==> config.mk <==
export PLATFORM = sky130hd
export DESIGN_NAME = tach_speed_ctrl
export DESIGN_NICKNAME = d
export VERILOG_FILES = /design/src/rtl/tach_ctrl_pkg.sv /design/src/rtl/tach_pwm_gen.sv /design/src/rtl/tach_speed_ctrl.sv
export SDC_FILE = /design/constraint.sdc
export NUM_CORES = 1
export LEC_CHECK = 0
export CAP_MARGIN = 0
export CORE_MARGIN = 2
export CORE_UTILIZATION = 60
export CTS_CLUSTER_DIAMETER = 80
export CTS_CLUSTER_SIZE = 30
export DETAILED_ROUTE_END_ITERATION = 8
export HOLD_SLACK_MARGIN = 0.05
export PLACE_DENSITY = 0.82
export SLEW_MARGIN = 15
export SYNTH_ARGS = -nofsm -noshare
export SYNTH_HDL_FRONTEND = slang
export SYNTH_HIERARCHICAL = 1
export SYNTH_SLANG_ARGS = --single-unit
export TNS_END_PERCENT = 20
==> constraint.sdc <==
create_clock -name clock -period 5 [get_ports clock]
set_clock_uncertainty 0.05 [all_clocks]
set_input_delay 0.75 -clock clock [delete_from_list [all_inputs] [get_ports clock]]
set_output_delay 0.75 -clock clock [all_outputs]
set_load 0.05 [all_outputs]
==> src/rtl/tach_ctrl_pkg.sv <==
// Shared types and constants for the tachometer speed controller.
package tach_ctrl_pkg;

  localparam int DUTY_W    = 8;
  localparam int PWM_STEPS = 256;

  localparam logic [DUTY_W-1:0] DUTY_MAX = 8'hFF;

  typedef enum logic [2:0] {
    ST_IDLE  = 3'd0,
    ST_RUN   = 3'd1,
    ST_COAST = 3'd2,
    ST_DWELL = 3'd3,
    ST_FAULT = 3'd4
  } state_t;

endpackage

==> src/rtl/tach_pwm_gen.sv <==
// PWM generator: prescaler, 8-bit phase counter, period-aligned duty latch.
// force_off drops the output on the next clock and clears the latch, so a
// return to RUN never replays a stale duty from an earlier period.
module tach_pwm_gen
  import tach_ctrl_pkg::*;
#(
  parameter int PWM_DIV = 20
) (
  input  logic              clock,
  input  logic              system_reset,
  input  logic [DUTY_W-1:0] duty,
  input  logic              force_off,
  output logic              pwm_out
);

  localparam int PRE_W = (PWM_DIV > 1) ? $clog2(PWM_DIV) : 1;

  logic [PRE_W-1:0]  pre_q, pre_d;
  logic [DUTY_W-1:0] phase_q, phase_d;
  logic [DUTY_W-1:0] latched_q, latched_d;
  logic              pwm_q, pwm_d;
  logic              tick;

  assign tick = (pre_q == '0);

  // Next-state for prescaler, phase, duty latch and output compare.
  always_comb begin
    pre_d     = tick ? PRE_W'(PWM_DIV - 1) : pre_q - 1'b1;
    phase_d   = tick ? phase_q + 8'd1 : phase_q;
    latched_d = latched_q;
    if (force_off) begin
      latched_d = '0;
    end else if (tick && (phase_q == DUTY_MAX)) begin
      latched_d = duty;
    end
    pwm_d = !force_off && (phase_q < latched_q);
  end

  // PWM state registers.
  always_ff @(posedge clock or posedge system_reset) begin
    if (system_reset) begin
      pre_q     <= '0;
      phase_q   <= '0;
      latched_q <= '0;
      pwm_q     <= 1'b0;
    end else begin
      pre_q     <= pre_d;
      phase_q   <= phase_d;
      latched_q <= latched_d;
      pwm_q     <= pwm_d;
    end
  end

  assign pwm_out = pwm_q;

endmodule

==> src/rtl/tach_speed_ctrl.sv <==
// Closed-loop motor speed controller: steps PWM duty toward target_speed
// per tachometer window and sequences reversals via COAST and DWELL.
// Optional stall detection is built when TACH_CTRL_STALL_DETECT_EN is defined.
//
//   state | meaning
//   IDLE  | disabled, duty 0
//   RUN   | closed-loop duty adjustment each speed window
//   COAST | bridge off, waiting for a zero-speed window
//   DWELL | dead time before driving the new direction
//   FAULT | stall detected, output off until enable drops
module tach_speed_ctrl
  import tach_ctrl_pkg::*;
#(
  parameter int CLOCK_FREQ      = 100000000,
  parameter int PWM_DIV         = 20,
  parameter int DUTY_STEP       = 1,
  parameter int SPEED_TOL       = 2,
  parameter int DEADTIME_CYCLES = 1000000,
  parameter int STALL_WINDOWS   = 8
) (
  input  logic        clock,
  input  logic        system_reset,
  input  logic        enable,
  input  logic [15:0] target_speed,
  input  logic        target_dir,
  input  logic        speed_valid,
  input  logic [31:0] speed_count,
  output logic        pwm_out,
  output logic        dir_out,
  output logic [7:0]  duty,
  output logic [2:0]  state,
  output logic        at_speed,
  output logic        fault
);

  if (DUTY_STEP < 1 || DUTY_STEP > 255 || CLOCK_FREQ <= 0) begin : g_bad_param
    $error("tach_speed_ctrl: DUTY_STEP must be 1..255 and CLOCK_FREQ positive");
  end

  localparam int CNT_W = (DEADTIME_CYCLES > 1) ? $clog2(DEADTIME_CYCLES + 1) : 1;
  localparam logic [32:0] TOL33 = 33'(SPEED_TOL);

  state_t            state_q, state_d;
  logic [DUTY_W-1:0] duty_q, duty_d;
  logic              dir_q, dir_d;
  logic              at_q, at_d;
  logic [CNT_W-1:0]  cnt_q, cnt_d;

  logic [32:0]       sc33, tgt33, lo33, hi33;
  logic [DUTY_W:0]   inc9;
  logic [DUTY_W-1:0] duty_up, duty_dn;

`ifdef TACH_CTRL_STALL_DETECT_EN
  localparam int SW_W = $clog2(STALL_WINDOWS + 1);
  logic [SW_W-1:0] stall_q, stall_d;
  logic            fault_q, fault_d;
`endif

  // Window compare at 33 bits so target+tolerance can never wrap.
  always_comb begin
    sc33    = {1'b0, speed_count};
    tgt33   = {17'b0, target_speed};
    lo33    = (tgt33 > TOL33) ? tgt33 - TOL33 : '0;
    hi33    = tgt33 + TOL33;
    inc9    = {1'b0, duty_q} + 9'(DUTY_STEP);
    duty_up = inc9[DUTY_W] ? DUTY_MAX : inc9[DUTY_W-1:0];
    duty_dn = (duty_q < 8'(DUTY_STEP)) ? '0 : duty_q - 8'(DUTY_STEP);
  end

  // Sequencing FSM next-state and datapath.
  always_comb begin
    state_d = state_q;
    duty_d  = duty_q;
    dir_d   = dir_q;
    at_d    = at_q;
    cnt_d   = cnt_q;
`ifdef TACH_CTRL_STALL_DETECT_EN
    stall_d = stall_q;
    fault_d = fault_q;
`endif
    if (!enable) begin
      state_d = ST_IDLE;
      duty_d  = '0;
      at_d    = 1'b0;
      cnt_d   = '0;
`ifdef TACH_CTRL_STALL_DETECT_EN
      stall_d = '0;
      fault_d = 1'b0;
`endif
    end else begin
      case (state_q)
        ST_IDLE: begin
          duty_d  = '0;
          at_d    = 1'b0;
          state_d = (target_dir == dir_q) ? ST_RUN : ST_COAST;
        end
        ST_RUN: begin
          if (target_dir != dir_q) begin
            state_d = ST_COAST;
            duty_d  = '0;
            at_d    = 1'b0;
`ifdef TACH_CTRL_STALL_DETECT_EN
            stall_d = '0;
`endif
          end else if (speed_valid) begin
            if (sc33 < lo33) begin
              duty_d = duty_up;
              at_d   = 1'b0;
            end else if (sc33 > hi33) begin
              duty_d = duty_dn;
              at_d   = 1'b0;
            end else begin
              at_d = 1'b1;
            end
`ifdef TACH_CTRL_STALL_DETECT_EN
            if (duty_q == DUTY_MAX && speed_count == '0) begin
              if (stall_q == SW_W'(STALL_WINDOWS - 1)) begin
                state_d = ST_FAULT;
                duty_d  = '0;
                at_d    = 1'b0;
                fault_d = 1'b1;
                stall_d = '0;
              end else begin
                stall_d = stall_q + 1'b1;
              end
            end else begin
              stall_d = '0;
            end
`endif
          end
        end
        ST_COAST: begin
          duty_d = '0;
          at_d   = 1'b0;
          if (speed_valid && speed_count == '0) begin
            state_d = ST_DWELL;
            cnt_d   = CNT_W'(DEADTIME_CYCLES - 1);
          end
        end
        ST_DWELL: begin
          duty_d = '0;
          if (cnt_q == '0) begin
            state_d = ST_RUN;
            dir_d   = target_dir;
          end else begin
            cnt_d = cnt_q - 1'b1;
          end
        end
        ST_FAULT: begin
          duty_d = '0;
          at_d   = 1'b0;
        end
        default: begin
          state_d = ST_IDLE;
          duty_d  = '0;
        end
      endcase
    end
  end

  // Controller state registers.
  always_ff @(posedge clock or posedge system_reset) begin
    if (system_reset) begin
      state_q <= ST_IDLE;
      duty_q  <= '0;
      dir_q   <= 1'b0;
      at_q    <= 1'b0;
      cnt_q   <= '0;
`ifdef TACH_CTRL_STALL_DETECT_EN
      stall_q <= '0;
      fault_q <= 1'b0;
`endif
    end else begin
      state_q <= state_d;
      duty_q  <= duty_d;
      dir_q   <= dir_d;
      at_q    <= at_d;
      cnt_q   <= cnt_d;
`ifdef TACH_CTRL_STALL_DETECT_EN
      stall_q <= stall_d;
      fault_q <= fault_d;
`endif
    end
  end

  tach_pwm_gen #(
    .PWM_DIV (PWM_DIV)
  ) u_pwm (
    .clock        (clock),
    .system_reset (system_reset),
    .duty         (duty_q),
    .force_off    (state_q != ST_RUN),
    .pwm_out      (pwm_out)
  );

  assign dir_out  = dir_q;
  assign duty     = duty_q;
  assign state    = state_q;
  assign at_speed = at_q;
`ifdef TACH_CTRL_STALL_DETECT_EN
  assign fault = fault_q;
`else
  assign fault = 1'b0;
`endif

endmodule

* Word-level counts from Yosys, hierarchy flattened
Cells that the tools add are included.
W data, S select, Z words.
** Cells by class
- $add $sub $neg :: 7
- Order comparisons :: 5
- Eq/ne operators :: 17
- Muxes and demuxes :: 28
- Reductions and logical operators :: 15
** Operator list (number)
- $mux W8 :: 10
- $mux W20 :: 3
- $pmux W20 S2 :: 1
- $lt A32 B33 Y1 :: 1
- $mux W33 :: 1
- $gt A32 B17 Y1 :: 1
- $logic_not A32 Y1 :: 1
- $logic_not A20 Y1 :: 1
- $sub A20 B1 Y20 const B :: 1
- $add A16 B2 Y17 const B :: 1
- $sub A16 B2 Y17 const B :: 1
- $gt A16 B2 Y1 const B :: 1
- $pmux W3 S5 :: 1
- $mux W3 :: 4
- $ne A3 B3 Y1 const B :: 4
- $add A8 B1 Y9 const B :: 1
- $add A8 B1 Y8 const B :: 1
- $eq A8 B8 Y1 const B :: 1
- $lt A8 B1 Y1 const B :: 1
- $lt A8 B8 Y1 :: 1
- $sub A8 B1 Y8 const B :: 1
- $eq A3 B2 Y1 const B :: 2
- $ne A3 B1 Y1 const B :: 2
- $reduce_and A3 Y1 :: 2
- other kinds (21) :: 28
** Word-level totals
- Register bits :: 55
- Input bits :: 53

* Logic depth before layout (Yosys ltp)
Gate-level depths: netlist of the first run.
- Word-level depth :: 8
- Depth in mapped cells :: 18
- Gate-level depth less buffers :: 16

* Cells and area by module
The synthesis of the first run kept the hierarchy.
** By module, submodules not included
- tach_speed_ctrl :: instances 1, cells an instance 476, area each 3724.8 um^2, sequential area each 800.8 um^2
- tach_pwm_gen :: instances 1, cells an instance 110, area each 1176.1 um^2, sequential area each 550.5 um^2

* Least setup slack after synthesis of the first run
Ideal clock, no wire load.
- Path kind :: input to register
- Start point :: input target_speed[11]
- End point :: register duty_q[6], in the netlist duty[6]
- Data arrival time :: 4.303 ns
- Slack :: 0.497 ns
- Stages on the path :: 13
- Path buffers :: 1
- Cell sequence :: buf_2 > nor4_1 > and4_1 > nand4_1 > ha_1 > and4b_1 > nand4_1 > or3_1 > o311ai_1 > o21ai_2 > mux2i_1 > o311ai_0 > o31ai_1
** On the way
- Cells in the longest elaborated chain, start to end :: 8
- Elaborated cells on any way between the ends :: 13
** RTL lines
- start: declaration :: line tach_speed_ctrl.sv:24 : input logic [15:0] target_speed,
- $sub A16 B2 Y17 or $gt A16 B2 Y1 (tied branches) :: line tach_speed_ctrl.sv:63 : lo33 = (tgt33 > TOL33) ? tgt33 - TOL33 : '0;
- $mux W33 :: line tach_speed_ctrl.sv:63
- $lt A32 B33 Y1 :: line tach_speed_ctrl.sv:106 : if (sc33 < lo33) begin
- $mux W8 :: line tach_speed_ctrl.sv:106
- $mux W8 :: line tach_speed_ctrl.sv:105 : end else if (speed_valid) begin
- $mux W8 :: line tach_speed_ctrl.sv:98 : if (target_dir != dir_q) begin
- $mux W8 :: line tach_speed_ctrl.sv:91 : case (state_q)
- $mux W8 :: line tach_speed_ctrl.sv:81 : if (!enable) begin
- end signal: assignment :: line tach_speed_ctrl.sv:175 : duty_q <= duty_d;
- end: declaration :: line tach_speed_ctrl.sv:44 : logic [DUTY_W-1:0] duty_q, duty_d;
Several ways; a longest one is shown, not always the timed one. The select of a mux whose other input is x is not followed.
A chain may end at the register's enable or synchronous reset.

* Worst setup path after layout of the first run
- Start point :: input target_speed[4]
- End point :: register duty_q[2], in the netlist duty[2]
Same word-level chain as after synthesis.

==> results of run 1 <==
layer usage:
metal | track usage (%) | share of wire [%] | vias to the layer above
li1 | - | - | 2279
met1 | 34.5 | 45 | 2158
met2 | 47.8 | 48 | 120
met3 | 2.95 | 4.2 | 23
met4 | 11.4 | 2.8 | 0
met5 | 0 | 0 | -
layout make-up:
cell class              count  area share [%]
flip-flops and latches     54            23.1
inverters                  31            1.99
repair buffers             87            13.9
well taps                 102            2.18
clock buffers               6            1.24
clock inverters             2           0.235
multi-input cells         481            57.3
critical path, cell delays in order:
cell and delay, ns:
clkdlybuf4s50_1 0.43, nor4_1 0.41, nor2b_1 0.29, nand2_1 0.12, or4_1 0.46, nor3_1 0.19
xor2_1 0.17, nand2_1 0.08, ha_1 0.28, nand4_1 0.16, nor2_1 0.07, a221oi_1 0.25
a31oi_1 0.20, o21ai_4 0.38, buf_4 0.22, mux2i_1 0.22, o22a_1 0.16, o22ai_1 0.07
sequential cells by signal (all words and copies together), names as in the netlist:
register / count
duty: 8
at_speed: 1
dir_out: 1
u_pwm/phase_q: 8
cnt_q: 20
u_pwm/pre_q: 5
u_pwm/latched_q: 8
u_pwm/pwm_out: 1
state: 2
Yosys cell counts, drive strengths merged (18+ instances only):
cell    instances  area share (%)
nor3           18             1.9
xnor2          18             3.2
o21ai          23             2.4
a21oi          39             4.0
inv            31             2.4
dfrtp          54              28
nor2           36             2.8
nand2          63             4.8
nand2b         19             2.4
xor2           23             4.1
ha             61              16
nand3          26             2.7
nand4          18             2.3
power by group through the flow:
| stage | clock, W | combinational (W) | sequential [W] |
|---|---|---|---|
| 4_1_cts | 0.000251 | 0.000291 | 0.000472 |
| 6_report | 0.000244 | 0.000292 | 0.000472 |
| 3_3_place_gp | 0 | 0.000278 | 0.000479 |
| 3_5_place_dp | 0 | 0.000290 | 0.000480 |
| 2_1_floorplan | 0 | 0.000173 | 0.000483 |
| 5_1_grt | 0.000271 | 0.000327 | 0.000476 |
per-stage QoR:
stage / utilization, % / power, W / instances / hold WS, ns
global placement: 73.6 / 0.000757 / 755 / 0.398
CTS: 74.7 / 0.00101 / 763 / 0.416
detailed placement: 73.6 / 0.000770 / 755 / 0.403
floorplan: - / 0.000655 / 587 / 0.377
finish: 74.9 / 0.00101 / 763 / 0.417
global route: 74.9 / 0.00107 / 763 / 0.451
worst paths after layout:
check                                startpoint            endpoint  slack [ns]  depth (start not counted)
worst max-delay path            target_speed[4]             duty[2]        0.24                         18
worst min-delay path             u_pwm/pre_q[0]      u_pwm/pre_q[0]        0.42                          1
worst max register to register         cnt_q[0]            cnt_q[8]        1.86                         11
worst min register to register   u_pwm/pre_q[0]      u_pwm/pre_q[0]        0.42                          1
max in group asynchronous          system_reset  u_pwm/latched_q[6]        3.52                          2
min in group asynchronous          system_reset             duty[1]        0.80                          3
kinds of logic (layout without fill, tap and decap cells):
family	count (synthesis)	in the layout	synth area share [%]
compound gates	117	117	15.6
fa+ha+maj	61	61	15.6
other cells	1	2	0.0765
xor+xnor	41	41	7.33
mux	13	13	2.68
flops	54	54	27.6
buf+inv	52	126	4.42
simple gates	247	247	26.8
what timing repair did:
item | CTS | global route
setup endpoints to repair | 0 | 2
gates resized for setup | 0 | 2
hold buffers | 0 | 0
==> metrics.yaml, run 1 <==
final_common_cell: "clkdlybuf4s50_1"
multiInputGateArea_mm2: 0.00335
hold_path_class: "flip-flop to flip-flop"
grt_pass1_vias: 4554
cts_tree: "built"
ant_nets: 0
period_share_pct: 95.1
grt_max_degree: 33
switching_share_pct: 31.9
dp_hpwl_um: 9530
vias: 4580
place.gp.congestion: 0.910
fillCellCount: 617
timing.final.crit_period_ns: 4.76
grt_first_pass_wirelength_um: 19800
netlist_instances: 586
numCtsBuffers: 5
core_mm2: 0.00781
antenna_found_initial: 0
p_clk_share_pct: 24.2
drv_slew: 0
drcViolationCount: 0
rsz0062_at_grt: "no"
yosys_warnings: 6
power_density_mw_per_mm2: 173
drive_gt1_share_pct: 7.11
num-nets-final: 774
crit_required_ns: 5.15
post-place-ws_ns: -0.101
power_switching_w: 0.000322
drtPass1Iterations: 4
cp-start-kind: "input port"
seq_power_share_pct: 46.8
cts.sinks: 54
synth_seq_cells: 54
clk_pin_slew_ns: 0.10
drtIter0Drc: 263
p_comb_share_pct: 29.0
pin_count: 68
via_per_inst: 6.00
final_cell_mix: "clkdlybuf4s50_1 (65), nand2_1 (63), ha_1 (61)"
yosysSeqAreaShare_pct: 27.6
fin_ws_ns: 0.245
overflow: 0
p_int_w: 0.000687
status: "finished, final reports clean"
irDropWorstVdd_mv: 0.105
design_area_mm2: 0.00585
synthToLayoutAreaGrowth_pct: 19.4
cp_max_fo: 13
io_buffers: 65
synth_edf_count: 0
synth.avg_cell_area_um2: 8.36
cts_buffer_depth: 2
fin_tns_setup_ns: 0
ys_async_sr_fraction_pct: 100
clk_latency_ns: 0.31
postCtsSetupRepairBufs: 0
p_leak_nw: 2.51
worst-slew-pin-transition_ns: 0.855
routed_wl_um: 11800
die-width_um: 94.4
num_antenna_cells: 0
fp.dieArea_mm2: 0.00891
placed_area_mm2: 0.00575
criticalPathCategory: "input port to flip-flop"
slew-limit-headroom_pct: 42.2
end_kind: "flip-flop"
hold_violations: 0
root_buffer: "clkbuf_8"
arrival_ns: 4.91
start_util_pct: 62.8
drv_cap: 0
max_clock_freq_ghz: 0.210
track_usage_pct: 27.4
setup_violations: 0
regArea_mm2: 0.00135
syn_area_mm2: 0.00490
rows: 32
synth-main-ff-cell: "dfrtp_1"
die_h_um: 94.4
post_drt_wl_per_cell_um: 15.5
yosysUniqueCellTypes: 62
htreeDepth: 2
Note: power is estimated with default switching activity, not from simulation.
==> inputs of run 2 (changes only) <==
--- a/config.mk
+++ b/config.mk
@@ -13,6 +13,7 @@
 export DETAILED_ROUTE_END_ITERATION = 8
 export HOLD_SLACK_MARGIN = 0.05
 export PLACE_DENSITY = 0.82
+export RECOVER_POWER = 100
 export SLEW_MARGIN = 15
 export SYNTH_ARGS = -nofsm -noshare
 export SYNTH_HDL_FRONTEND = slang
==> metrics.yaml, run 2 (synthesized netlist as in run 1, its figures left out) <==
cts_tree: "built"
criticalPathCategory: "input port to flip-flop"
p_leak_nw: 2.53  # +0.68%
core_mm2: 0.00781  # unchanged
setup_violations: 0  # unchanged
clk_pin_slew_ns: 0.10  # about the same
worst_path_most_repeated_cell: "nand2_1"
via_per_inst: 6.06  # +0.94%
numCtsBuffers: 5  # unchanged
fin_util_pct: 74.6  # -0.32 points
fin_total_pwr_w: 0.00101  # -0.36%
postCtsSetupRepairBufs: 0  # unchanged
io_buffers: 65  # unchanged
cts_buffer_depth: 2  # unchanged
grt_pass1_vias: 4554  # unchanged
num-nets-final: 774  # unchanged
placed_area_mm2: 0.00575  # unchanged
fin_tns_setup_ns: 0  # unchanged
drv_cap: 2  # +2
place_inst: 755  # unchanged
die-width_um: 94.4  # unchanged
drcViolationCount: 0  # unchanged
dp_hpwl_um: 9530  # unchanged
overflow: 0  # unchanged
grt_max_degree: 33  # unchanged
antenna_found_initial: 0  # unchanged
post_drt_wl_per_cell_um: 15.4  # about the same
fillCellCount: 621  # +0.65%
power_density_mw_per_mm2: 173  # about the same
max_stage_delay_ns: 0.46  # about the same
drv_slew: 42  # +42
fp.dieArea_mm2: 0.00891  # unchanged
crit_required_ns: 5.15  # about the same
design_area_mm2: 0.00582  # -0.43%
pin_count: 68  # unchanged
grt_first_pass_wirelength_um: 19800  # unchanged
drtPass1Iterations: 6  # +2
final_cells: 763  # unchanged
cp_max_fo: 13  # unchanged
hold_path_class: "flip-flop to flip-flop"
violations: "capacitance limit, slew limit"
num_antenna_cells: 0  # unchanged
crit_path_top_delay_cell: "or4_1"
final_cell_mix: "nand2_1 (63), ha_1 (61), dfrtp_1 (54)"
vias: 4623  # +0.94%
routed_wl_um: 11800  # about the same
top_register: "cnt_q"
largest_reg_flops: 20  # unchanged
die_h_um: 94.4  # unchanged
drive_gt1_share_pct: 6.66  # -0.45 points
final_common_cell: "nand2_1"
irDropWorstVdd_mv: 0.105  # about the same
htreeDepth: 2  # unchanged
rsz0062_at_grt: "no"
root_buffer: "clkbuf_8"
start_util_pct: 62.8  # unchanged
rows: 32  # unchanged
clk_latency_ns: 0.31  # about the same
ant_nets: 0  # unchanged
status: "complete, but fails checks"
slew-limit-headroom_pct: -36.6  # -79 points
synthToLayoutAreaGrowth_pct: 18.8
end_kind: "flip-flop"
cts.sinks: 54  # unchanged
worst-slew-pin-transition_ns: 2.03  # +1.18 ns
drtIter0Drc: 255  # -3.0%
period_share_pct: 94.7  # -0.38 points
max_clock_freq_ghz: 0.211  # +0.40%
track_usage_pct: 27.4  # unchanged
cp_cell_sequence: "clkdlybuf4s50_1 -> nor4_1 -> nor2b_1 -> nand2_1 -> or4_1 -> nor3_1 -> xor2_1 -> nand2_1 -> ha_1 -> nand4_1 -> nor2_1 -> a221oi_1 -> a31oi_1 -> o21ai_4 -> buf_4 -> mux2i_1 -> o22a_1 -> o22ai_1"
cp-start-kind: "input port"
place.gp.congestion: 0.910  # unchanged
hold_violations: 0  # unchanged
timing.final.crit_period_ns: 4.74  # -0.0188 ns
arrival_ns: 4.89  # -0.02 ns
[run 2: changes by cell type in the layout (fill, tap and decap cells not counted)]
cell	before	now
clkbuf_2	0	1
clkdlybuf4s50_1	65	50
nor4_4	1	0
dlygate4sd3_1	0	15
nor4_1	13	14
clkbuf_1	1	3
buf_4	22	19
[run 2: final timing paths]
check / start / to / slack (ns) / depth (start not counted)
worst max-delay path: target_speed[4] / duty[2] / 0.26 / 18
worst min-delay path: u_pwm/pre_q[0] / u_pwm/pre_q[0] / 0.42 / 1
worst max register to register: cnt_q[0] / cnt_q[8] / 1.36 / 11
worst min register to register: u_pwm/pre_q[0] / u_pwm/pre_q[0] / 0.42 / 1
max in group asynchronous: system_reset / duty[6] / 2.47 / 3
min in group asynchronous: system_reset / u_pwm/pre_q[1] / 1.01 / 2
[run 2: worst max-delay path, delay by kind of cell]
family / cells / cell delay (ns)
multiplexers: 1 / 0.21
adder cells (fa/ha/maj): 1 / 0.28
buffers and inverters: 2 / 0.65
AND/OR/NAND/NOR: 8 / 1.77
XOR/XNOR: 1 / 0.17
AO/OA/AOI/OAI: 5 / 1.06
[run 2: report_power, final]
group	internal, W	total (W)	leakage (nW)	switching [W]
Combinational	0.000133	0.000290	1.78	0.000157
Sequential	0.000452	0.000472	0.710	0.0000201
Clock	0.0000992	0.000243	0.0452	0.000144
Total	0.000685	0.00101	2.53	0.000321
[run 2: final cells by class]
cell class	count	area (µm²)	area share [%]
clock buffers	6	72.6	1.25
repair buffers	87	806	13.8
multi-input cells	481	3340	57.3
well taps	102	128	2.19
flip-flops and latches	54	1350	23.2
clock inverters	2	13.8	0.236
inverters	31	116	2.00
[run 2: what timing repair did]
item                       in CTS  in global routing
hold endpoints to repair        0                  0
setup endpoints to repair       0                  2
gates resized for setup         0                  2
hold buffers                    0                  0
[run 2: layer usage]
layer / wire length, µm / vias to the layer above / track usage, %
met5: 0 / - / 0
met2: 5670 / 124 / 47.8
met4: 336 / 0 / 11.4
li1: - / 2281 / -
met1: 5310 / 2193 / 34.5
met3: 468 / 25 / 2.95
[run 2: per-stage QoR]
step | hold WS (ns) | setup slack (ns)
after detailed placement | 0.403 | -0.101
after global routing | 0.451 | 0.0211
after floorplan | 0.377 | 0.497
after CTS | 0.416 | 0.220
final | 0.418 | 0.263
after global placement | 0.398 | 0.126
==> inputs of run 3 (changes only) <==
==> constraint.sdc (replaced) <==
create_clock -name clock -period 5 [get_ports clock]
set_clock_uncertainty 0.05 [all_clocks]
set_input_delay 0.75 -clock clock [delete_from_list [all_inputs] [get_ports clock]]
set_output_delay 0.75 -clock clock [all_outputs]
set_load 0.01 [all_outputs]
==> results of run 3 <==
Same layout as run 2 (identical final DEF). Status: complete, but fails checks: capacitance limit, slew limit.
Among the figures that moved: total power 0.00101 W -> 0.000995 W
